**src/rtl/sm_para_pkg.sv**
```systemverilog
// Shared encodings and helpers for the sm_para stimulus driver: target FSM
// states and output codes, request codes, driver states and the FSM model.
package sm_para_pkg;

  localparam logic [2:0] ST_IDLE = 3'b000;
  localparam logic [2:0] ST_S1   = 3'b001;
  localparam logic [2:0] ST_S2   = 3'b010;
  localparam logic [2:0] ST_ERR  = 3'b100;

  localparam logic [2:0] CODE_IDLE = 3'b000;
  localparam logic [2:0] CODE_S1   = 3'b100;
  localparam logic [2:0] CODE_S2   = 3'b010;
  localparam logic [2:0] CODE_ERR  = 3'b111;

  localparam logic [1:0] REQ_IDLE = 2'd0;
  localparam logic [1:0] REQ_S1   = 2'd1;
  localparam logic [1:0] REQ_S2   = 2'd2;
  localparam logic [1:0] REQ_ERR  = 2'd3;

  typedef enum logic [1:0] {D_IDLE, D_STEP, D_CHECK, D_RESP} drv_state_e;

  function automatic logic [2:0] req_to_state(input logic [1:0] req);
    case (req)
      REQ_S1:  return ST_S1;
      REQ_S2:  return ST_S2;
      REQ_ERR: return ST_ERR;
      default: return ST_IDLE;
    endcase
  endfunction

  // {i1,i2} that leaves the target FSM where it is
  function automatic logic [1:0] hold_vec(input logic [2:0] st);
    case (st)
      ST_S2:   return 2'b01;
      ST_ERR:  return 2'b10;
      default: return 2'b00;
    endcase
  endfunction

  function automatic logic [2:0] state_code(input logic [2:0] st);
    case (st)
      ST_S1:   return CODE_S1;
      ST_S2:   return CODE_S2;
      ST_ERR:  return CODE_ERR;
      default: return CODE_IDLE;
    endcase
  endfunction

  // Any code outside the four legal ones is treated as IDLE
  function automatic logic [2:0] code_to_state(input logic [2:0] code);
    case (code)
      CODE_S1:  return ST_S1;
      CODE_S2:  return ST_S2;
      CODE_ERR: return ST_ERR;
      default:  return ST_IDLE;
    endcase
  endfunction

  function automatic logic [2:0] fsm_next(input logic [2:0] st, input logic [1:0] v);
    logic in1, in2;
    in1 = v[1];
    in2 = v[0];
    case (st)
      ST_IDLE: return !in1 ? ST_IDLE : (in2 ? ST_S1 : ST_ERR);
      ST_S1:   return !in2 ? ST_S1 : (in1 ? ST_S2 : ST_ERR);
      ST_S2:   return in2 ? ST_S2 : (in1 ? ST_IDLE : ST_ERR);
      ST_ERR:  return in1 ? ST_ERR : ST_IDLE;
      default: return ST_IDLE;
    endcase
  endfunction

endpackage

```
**src/rtl/sm_para_path_rom.sv**
```systemverilog
// Shortest {i1,i2} path between two target FSM states: step count plus up to
// three vectors, applied in order vec0, vec1, vec2.
module sm_para_path_rom
  import sm_para_pkg::*;
(
  input  logic [2:0] from_i,
  input  logic [2:0] to_i,
  output logic [1:0] steps_o,
  output logic [1:0] vec0_o,
  output logic [1:0] vec1_o,
  output logic [1:0] vec2_o
);

  always_comb begin
    steps_o = 2'd0;
    vec0_o  = 2'b00;
    vec1_o  = 2'b00;
    vec2_o  = 2'b00;
    case (to_i)
      ST_IDLE: begin
        case (from_i)
          ST_S1:   begin steps_o = 2'd2; vec0_o = 2'b11; vec1_o = 2'b10; end
          ST_S2:   begin steps_o = 2'd1; vec0_o = 2'b10; end
          ST_ERR:  begin steps_o = 2'd1; vec0_o = 2'b00; end
          default: steps_o = 2'd0;
        endcase
      end
      ST_S1: begin
        case (from_i)
          ST_IDLE: begin steps_o = 2'd1; vec0_o = 2'b11; end
          ST_S2:   begin steps_o = 2'd2; vec0_o = 2'b10; vec1_o = 2'b11; end
          ST_ERR:  begin steps_o = 2'd2; vec0_o = 2'b00; vec1_o = 2'b11; end
          default: steps_o = 2'd0;
        endcase
      end
      ST_S2: begin
        case (from_i)
          ST_IDLE: begin steps_o = 2'd2; vec0_o = 2'b11; vec1_o = 2'b11; end
          ST_S1:   begin steps_o = 2'd1; vec0_o = 2'b11; end
          ST_ERR:  begin steps_o = 2'd3; vec0_o = 2'b00; vec1_o = 2'b11; vec2_o = 2'b11; end
          default: steps_o = 2'd0;
        endcase
      end
      ST_ERR: begin
        case (from_i)
          ST_IDLE: begin steps_o = 2'd1; vec0_o = 2'b10; end
          ST_S1:   begin steps_o = 2'd1; vec0_o = 2'b01; end
          ST_S2:   begin steps_o = 2'd1; vec0_o = 2'b00; end
          default: steps_o = 2'd0;
        endcase
      end
      default: steps_o = 2'd0;
    endcase
  end

endmodule

```
**src/rtl/sm_para_2_driver.sv**
```systemverilog
// Request-driven stimulus initiator: walks the target FSM to a requested state
// one step at a time, checking its outputs after every step.
module sm_para_2_driver
  import sm_para_pkg::*;
#(
  parameter int CNT_W = 8
)
(
  input  logic             clk,
  input  logic             rst,
  input  logic             req_valid,
  output logic             req_ready,
  input  logic [1:0]       req_state,
  output logic             i1,
  output logic             i2,
  input  logic             o1,
  input  logic             o2,
  input  logic             err,
  output logic             resp_valid,
  output logic             resp_err,
  output logic [1:0]       resp_steps,
  output logic [CNT_W-1:0] mis_cnt
);

  drv_state_e       drv_q;
  logic [2:0]       pst_q, src_q, tgt_q;
  logic [1:0]       idx_q, drive_q, resp_steps_q;
  logic             resp_valid_q, resp_err_q;
  logic [CNT_W-1:0] mis_q;

  logic [2:0] req_tgt, rom_from, rom_to, obs_code, obs_st_d, pst_step_d;
  logic [1:0] rom_steps, rom_v0, rom_v1, rom_v2, step_vec_d;
  logic       accept, check_ok;

  // The ROM looks at the live request while idle, then at the latched pair
  sm_para_path_rom u_rom (
    .from_i  (rom_from),
    .to_i    (rom_to),
    .steps_o (rom_steps),
    .vec0_o  (rom_v0),
    .vec1_o  (rom_v1),
    .vec2_o  (rom_v2)
  );

  always_comb begin
    req_tgt    = req_to_state(req_state);
    rom_from   = (drv_q == D_IDLE) ? pst_q : src_q;
    rom_to     = (drv_q == D_IDLE) ? req_tgt : tgt_q;
    accept     = req_valid && (drv_q == D_IDLE);
    obs_code   = {o1, o2, err};
    obs_st_d   = code_to_state(obs_code);
    check_ok   = (obs_code == state_code(pst_q));
    pst_step_d = fsm_next(pst_q, drive_q);
    case (idx_q)
      2'd0:    step_vec_d = rom_v0;
      2'd1:    step_vec_d = rom_v1;
      default: step_vec_d = rom_v2;
    endcase
  end

  always_ff @(posedge clk) begin
    if (rst) begin
      drv_q        <= D_IDLE;
      pst_q        <= ST_IDLE;
      src_q        <= ST_IDLE;
      tgt_q        <= ST_IDLE;
      idx_q        <= 2'd0;
      drive_q      <= 2'b00;
      resp_valid_q <= 1'b0;
      resp_err_q   <= 1'b0;
      resp_steps_q <= 2'd0;
      mis_q        <= '0;
    end else begin
      case (drv_q)
        D_IDLE: begin
          drive_q <= hold_vec(pst_q);
          if (accept) begin
            src_q      <= pst_q;
            tgt_q      <= req_tgt;
            idx_q      <= 2'd0;
            resp_err_q <= 1'b0;
            if (rom_steps != 2'd0) begin
              drv_q   <= D_STEP;
              drive_q <= rom_v0;
            end else begin
              drv_q <= D_CHECK;
            end
          end
        end
        D_STEP: begin
          pst_q   <= pst_step_d;
          drive_q <= hold_vec(pst_step_d);
          idx_q   <= idx_q + 2'd1;
          drv_q   <= D_CHECK;
        end
        // A failed check aborts the rest of the path; pst always follows the observed code
        D_CHECK: begin
          pst_q <= obs_st_d;
          if (check_ok && (idx_q < rom_steps)) begin
            drv_q   <= D_STEP;
            drive_q <= step_vec_d;
          end else begin
            drv_q        <= D_RESP;
            drive_q      <= hold_vec(obs_st_d);
            resp_valid_q <= 1'b1;
            resp_steps_q <= idx_q;
            if (!check_ok) begin
              resp_err_q <= 1'b1;
              if (mis_q != {CNT_W{1'b1}}) mis_q <= mis_q + 1'b1;
            end
          end
        end
        D_RESP: begin
          resp_valid_q <= 1'b0;
          drive_q      <= hold_vec(pst_q);
          drv_q        <= D_IDLE;
        end
        default: drv_q <= D_IDLE;
      endcase
    end
  end

  assign req_ready  = (drv_q == D_IDLE);
  assign i1         = drive_q[1];
  assign i2         = drive_q[0];
  assign resp_valid = resp_valid_q;
  assign resp_err   = resp_err_q;
  assign resp_steps = resp_steps_q;
  assign mis_cnt    = mis_q;

endmodule

```
**config.mk**
```make
export PLATFORM = sky130hd
export DESIGN_NAME = sm_para_2_driver
export DESIGN_NICKNAME = d
export VERILOG_FILES = /design/src/rtl/sm_para_pkg.sv /design/src/rtl/sm_para_path_rom.sv /design/src/rtl/sm_para_2_driver.sv
export SDC_FILE = /design/constraint.sdc
export NUM_CORES = 1
export LEC_CHECK = 0
export CAP_MARGIN = 10
export CELL_PAD_IN_SITES_DETAIL_PLACEMENT = 1
export CELL_PAD_IN_SITES_GLOBAL_PLACEMENT = 1
export CORE_MARGIN = 5
export CORE_UTILIZATION = 30
export DETAILED_ROUTE_END_ITERATION = 8
export GPL_TIMING_DRIVEN = 0
export HOLD_SLACK_MARGIN = 0.15
export PLACE_DENSITY_LB_ADDON = 0.1
export SYNTH_ARGS = -nofsm -noshare
export SYNTH_HDL_FRONTEND = slang
export SYNTH_HIERARCHICAL = 1
export SYNTH_SLANG_ARGS = --single-unit
```
**constraint.sdc**
```tcl
create_clock -name clk -period 3.5 [get_ports clk]
set_clock_uncertainty 0.05 [all_clocks]
set_input_delay 1.05 -clock clk [delete_from_list [all_inputs] [get_ports clk]]
set_output_delay 1.05 -clock clk [all_outputs]
set_load 0.1 [all_outputs]
```
==> impl_results.md <==
* CTS tree: done
* Max cap viols at 0
* Hold Crit Class: reg2reg
* Final Non-Filler Cells at 353
* Avg WL per Cell at 16.8 um
* Vias/cell at ~5.5
* Reg-to-reg setup timing slack at 0.18 ns
* Async S/R FF share, synth at 0
* Syn Std Cell Area at 1940 um2
* DRC Markers at 0
* Placeable Area at about 6300 um2
* Avg Cell Area, Syn at a little under 8 um2
* Maximum number of pins on one net before global-route repair at 16
* Worst path arrival time at 3.50 ns
* Gr ovfl total at 0
* Clock Sink Count at 27
* Worst Setup End Kind: flip-flop
* Core Util, Final at 0.383
* Crit path required time at 3.66 ns
* DR vias at 1957
* Tcrit/Tclk final at 0.954
* Syn Nets at 264
* Initial antenna violation count at 0
* Status: complete, no violations
* Post-Synth XOR/XNOR Area at 0.0136
* First-pass GRT wire length at 9.78 mm
* Total CTS buffers at 3
* Fin crit period at 3.34 ns
* Layout cell share with drive strength beyond 1 at 0.170
* Die width at 90.3 um
* Normalized max-slew margin at 0.348
* Hold_sp: src_q[0]
* Final-report setup violation count at 0
* Total power per unit cell area at 766 nW/um2
* DP Area at ~2300 um2
* GRT Total Usage at 0.144
* Chip Height at 90.3 um
* Actual slew at the worst max-slew pin at between 0.9 and 1 ns
* Mux cell area share after synthesis at 0.0452
* R2r worst-path depth at 14
* Vias in the first global route at 1898
* Post-CTS Hold Fix Bufs at 0
* Worst setup SP type: input port
* Hold EP: src_q[0]
* Area of the die at 8160 um2
* Clk slew on worst S/H paths at 0.10 ns
* RD Place Congestion at between 0.8 and 0.9
* Pwr Total at 1.85 mW
* Port Buffer Count at 20
* Clock buffer depth at 2
* Max Freq at approximately 300 MHz
* Mapped Cells at roughly 250
* Area Overhead vs Synth at 25.0%
* CP startpoint: req_state[1]
* #FFs+latches synth at 27
* Fin. Hold Viols at 0
* Met1 WL at 3.17 mm
* Cell variety after synth at 57
* Hold path cells at 2
* Met2 routed WL at roughly 2.5 mm
* DP Cell Count at about 350
* Static Leak at 0.827 nW
* Seq/Total Area, Yosys at 0.279
* Simple-gate share of the synthesized area at 0.274
* Starting Density at 0.307
* Crit Path Class: in2reg
* N_diodes at 0
* Top sig layer: met4
* Met3 WL post-DR at 146 um
* Pins Over Slew Limit at 0
* Antenna viol nets, final at 0
* EDFF count, synth at 0
* Top_reg_cell synth: dfxtp_1
* Detailed Route WL at approximately 5.9 mm
* Clk_lat worst skew at 0.28 ns
* Compound-Gate Fraction of Synth Area at 0.259
* Maximum vdd drop at 0.000411 V
* TritonRoute pass-1 iters at 4
* Design Area, Final at 2420 um2
* Yosys warns at 6
* H-tree Lvls at 1
* Row count at 29
* Dpl hpwl at around 4.3 mm
* Reg2reg start: drv_q[1]
* 1st-iter DRT viols at 66
* Root Driver: clkbuf_8
* CP Max Fanout at 6
* # IOs at 23
* Post-Synth Adder-Cell Area at 0.0575
* R2R Path End: drive_q[0]
* Largest family of logic cells by synthesized area: simple AND/OR/NAND/NOR gates
* Final Net Count at slightly below 300
[worst max path at each step]
stage                             to  slack [ns]  depth (start not counted)
after floorplan           drive_q[1]       0.005                         14
after global placement    drive_q[1]       -0.96                         12
after detailed placement  drive_q[1]       -0.95                         12
after CTS                 drive_q[0]        0.07                         12
after global routing      drive_q[0]      -0.004                         14
final                     drive_q[0]        0.16                         12
[where the power goes]
group	switching, mW	internal (mW)	total (mW)	leakage [nW]
logic	0.795	0.455	1.25	0.583
clock network	0.107	0.0801	0.187	0.0255
registers	0.0543	0.362	0.417	0.219
total	0.956	0.897	1.85	0.827
[layer usage]
layer	track usage	up-vias
met4	0.0397	0
met2	0.216	36
met5	0	-
met3	0.0183	9
li1	-	974
met1	0.214	938
[layout by cell type (no fill, tap or decap), types with 3 or more instances in the layout]
master	instances
dfxtp_1	27
a21oi_1	22
nor2_1	21
clkdlybuf4s50_1	18
nand2_1	15
nand3_1	13
inv_1	12
buf_4	9
o21ai_0	9
clkbuf_1	8
o31ai_1	6
ha_1	6
mux2_2	5
nand2b_1	5
nor2b_1	5
nor3_1	5
nor3b_1	5
clkbuf_8	4
nor4_1	4
or4_1	4
buf_2	3
nand3b_1	3
and3_1	3
or3_1	3
a31oi_1	3
a211oi_2	3
[sequential cells by signal (all words and copies together), names as in the netlist, 2 cells and up]
signal and cells:
drv_q 2, src_q 3, drive_q 2, mis_cnt 8, tgt_q 3, pst_q 3, idx_q 2, resp_steps 2
[cells by family after synthesis]
kind of cell,count (synthesis)
AND/OR/NAND/NOR,96
AO/OA/AOI/OAI,74
buffers and inverters,31
flip-flops,27
adder cells (fa/ha/maj),9
multiplexers,8
XOR/XNOR,3
[critical path, cell delays in order]
cell       delay, ns
clkbuf_2        0.13
nand3b_1        0.18
o21ai_4         0.10
buf_4           0.16
and4bb_1        0.28
a211oi_2        0.05
o31ai_2         0.30
nand2b_1        0.18
a2111oi_4       0.44
a22oi_2         0.17
mux2_4          0.33
a31oi_1         0.12
[per-stage QoR]
stage / setup TNS [ns] / hold slack (ns) / setup slack [ns]
2_1_floorplan: 0 / 0.384 / 0.00476
3_3_place_gp: -5.51 / 0.390 / -0.963
3_5_place_dp: -5.48 / 0.403 / -0.950
4_1_cts: 0 / 0.419 / 0.0678
5_1_grt: -0.00415 / 0.440 / -0.00415
6_report: 0 / 0.414 / 0.160
[cells in the mapped netlist (2+ instances only)]
library cell,number,share of area
nor2_1,21,0.041
nor3_1,5,0.013
or3_1,3,0.0097
nor4_1,4,0.013
o31ai_1,7,0.027
nand3_1,13,0.034
dfxtp_1,27,0.28
or4_1,4,0.016
inv_1,14,0.027
a211oi_1,3,0.012
o32ai_1,2,0.0091
nand2_1,15,0.029
and4b_1,2,0.010
nand2b_1,5,0.016
buf_2,2,0.0052
o21ai_0,12,0.031
xnor2_1,2,0.0091
buf_4,5,0.019
ha_1,8,0.052
nor3b_1,5,0.019
and3_1,3,0.0097
nor2b_1,5,0.016
nand3b_1,3,0.012
a31oi_1,3,0.0097
a22oi_1,3,0.012
mux2_2,6,0.035
a211oi_2,2,0.013
a21o_1,2,0.0078
mux2i_1,2,0.010
clkbuf_1,10,0.019
a21oi_1,22,0.057
a221oi_1,2,0.0091
o311ai_0,2,0.0091
[cell type report]
| class | instances | area (um2) |
|---|---|---|
| buffer | 17 | 96.3 |
| clock buffer | 3 | 41.3 |
| clock inverter | 1 | 5.00 |
| fill | 786 | 3890 |
| inverter | 14 | 52.6 |
| multi-input combinational | 190 | 1370 |
| sequential | 27 | 541 |
| tap | 77 | 96.3 |
| timing repair buffer | 24 | 220 |
[timing repair]
action / 4_1_cts / 5_1_grt
pin swaps: 3 / 6
gates resized for setup: 17 / 9
buffers inserted: 2 / 2
setup endpoints to repair: 6 / 6
No activity file was read; power rests on OpenSTA's default activity.
==> RTL edit (same settings) <==
Encoding of `drv_state_e`: now one-hot (4 bits for 4 states).
--- a/src/rtl/sm_para_pkg.sv
+++ b/src/rtl/sm_para_pkg.sv
@@ -17,7 +17,7 @@
   localparam logic [1:0] REQ_S2   = 2'd2;
   localparam logic [1:0] REQ_ERR  = 2'd3;
 
-  typedef enum logic [1:0] {D_IDLE, D_STEP, D_CHECK, D_RESP} drv_state_e;
+  typedef enum logic [3:0] {D_IDLE = 4'b0001, D_STEP = 4'b0010, D_CHECK = 4'b0100, D_RESP = 4'b1000} drv_state_e;
 
   function automatic logic [2:0] req_to_state(input logic [1:0] req);
     case (req)
Function: no difference found for any inputs over 4 cycles, from zero or initial values and one cycle with rst high; so few cycles prove little.
==> RTL edit against the original RTL <==
The run now ends with negative setup slack left; cell area increased by 16%; sequential cell count increased by 2; via count grew 8.7%; sequential share of layout area shrank 1.2 points; routed wire length increased by 6.0%; synthesized area is 3.4% higher; power down 27%; worst setup slack lost 0.19 ns; non-clock buffer count is 17 higher.
==> RTL edit: results (changes against the original RTL) <==
Global route
  • Largest net degree at the start of global routing: 11 (-5)
  • Vias in the first global route: 2186 (+15%)
  • GR Util met2: 0.247 (+0.0300)
  • Met3 usage: 0.0311 (+0.0128)
  • First-pass GRT wire length: 10700 µm (+9.9%)
  • M1 GR Usage: 0.210 (-0.00404)
  • GRT Total Usage: 0.156 (+0.0119)

STA
  • Setup ws final: -0.0299 ns (-0.190 ns)
  • Max transition margin: 0.168 (-0.180)
  • Final setup viols: 1 (+1)

Cells and area
  • Ant. Diodes: 0 (unchanged)
  • Nets: 323 (+10%)
  • Layout cells sized above 1: 0.241 (+0.0709)
  • Max reg flops: 8 (unchanged)
  • Filler Cells Inserted: 778 (-1.0%)

Place
  • Port Buffer Count: 21 (+5.0%)
  • GPL Wtd Cong: 0.752 (-6.5%)
  • Placed instance area: 2420 µm² (+7.0%)
  • Post-DP HPWL: 4420 µm (+2.8%)

CTS
  • Clock transition at path regs: 0.07 ns (-0.03 ns)
  • Num CTS Buffers: 5 (+2)
  • H-tree levels: 2 (+1)
  • CTS max path bufs: 2 (unchanged)

Power
  • Switching part of the total: 0.418 (-0.0977)
  • Static Leakage: 1.03 nW (+24%)
  • Worst vdd ir: 0.000136 V (-67%)

Outcome
  • Violated checks: negative setup slack
  • Status: complete, but fails checks

Detailed routing
  • Iter 0 DRT Violations: 54 (-18%)
  • DR pass1 iterations: 4 (unchanged)
  • Final wirelength: 6300 µm (+6.0%)
  • Via count: 2128 (+8.7%)

Yosys
  • Synthesized Nets: 277 (+4.9%)
  • Number of library cell types mapped by synthesis: 56 (-1.8%)
  • Post-synthesis sequential area ratio: 0.290 (+0.0107)
  • Leading cell types by count after synthesis: nor2_1, a21oi_1, dfxtp_1, nand2_1, o21ai_0
  • Synth area leaders: dfxtp_1, a21oi_1, nor2_1, o21ai_0, nand2_1

Worst setup path
  • WP data arrival: 3.70 ns (+0.20 ns)
-- RTL edit: timing repair --
item / 4_1_cts / 5_1_grt
endpoints found under the setup margin: 8 / 7
pin swaps: 12 / 14
gates resized for setup: 35 / 7
buffers inserted: 17 / 5
cloned: 1 / 0
-- RTL edit: cell type report --
cell class                      count  area, µm²  share of cell area
Sequential cell                    29        591               0.211
Timing Repair Buffer               44        398               0.142
Clock buffer                        7       86.3              0.0309
Tap cell                           77       96.3              0.0344
Multi-Input combinational cell    204       1450               0.518
Buffer                             14        115              0.0411
Inverter                           13       61.3              0.0219
-- RTL edit: cell families after synthesis --
group,share of synthesized area
multiplexers,0.0156
XOR/XNOR,0.0219
AND/OR/NAND/NOR,0.291
flip-flops,0.290
AO/OA/AOI/OAI,0.274
adder cells (fa/ha/maj),0.0306
buffers and inverters,0.0775
-- RTL edit: per-stage QoR --
stage | hold slack, ns | TNS (ns) | worst slack (ns) | instances | utilization
floorplan | 0.387 | -0.0813 | -0.0813 | 265 | -
global placement | 0.400 | -5.07 | -0.964 | 363 | 0.377
detailed placement | 0.401 | -5.28 | -0.985 | 363 | 0.377
CTS | 0.423 | -0.210 | -0.107 | 385 | 0.431
global route | 0.453 | -0.508 | -0.174 | 388 | 0.436
finish | 0.417 | -0.0299 | -0.0299 | 388 | 0.436
-- RTL edit: worst max-delay path, cell delays in order (launching register included) --
cell	delay (ns)
dfxtp_4	0.34
or4b_4	0.62
clkbuf_16	0.20
nand2_4	0.06
o21ai_2	0.05
buf_6	0.13
buf_4	0.14
and4bb_1	0.24
a211oi_1	0.06
o31ai_2	0.23
buf_4	0.19
nand2b_4	0.08
a2111oi_4	0.40
a22o_4	0.23
mux2_4	0.30
a31oi_1	0.15
-- RTL edit: final timing paths --
path / to / slack [ns] / cells after the start / startpoint
hold / removal: src_q[1] / 0.42 / 2 / src_q[1]
hold reg to reg: src_q[1] / 0.42 / 2 / src_q[1]
setup / recovery: drive_q[1] / -0.03 / 15 / drv_q[2]
setup reg to reg: drive_q[1] / -0.03 / 15 / drv_q[2]
-- RTL edit: power by group through the flow --
| stage | Sequential (mW) | Clock, mW | Combinational, mW |
|---|---|---|---|
| 2_1_floorplan | 0.448 | 0 | 0.377 |
| 4_1_cts | 0.378 | 0.302 | 0.689 |
| 3_3_place_gp | 0.379 | 0 | 0.565 |
| 3_5_place_dp | 0.380 | 0 | 0.569 |
| 5_1_grt | 0.382 | 0.314 | 0.746 |
| 6_report | 0.379 | 0.285 | 0.695 |
-- RTL edit: routing by layer --
layer,wire length (µm),vias up
li1,-,1061
met1,3050,1022
met2,2930,32
met3,163,13
met4,163,0
met5,0,-
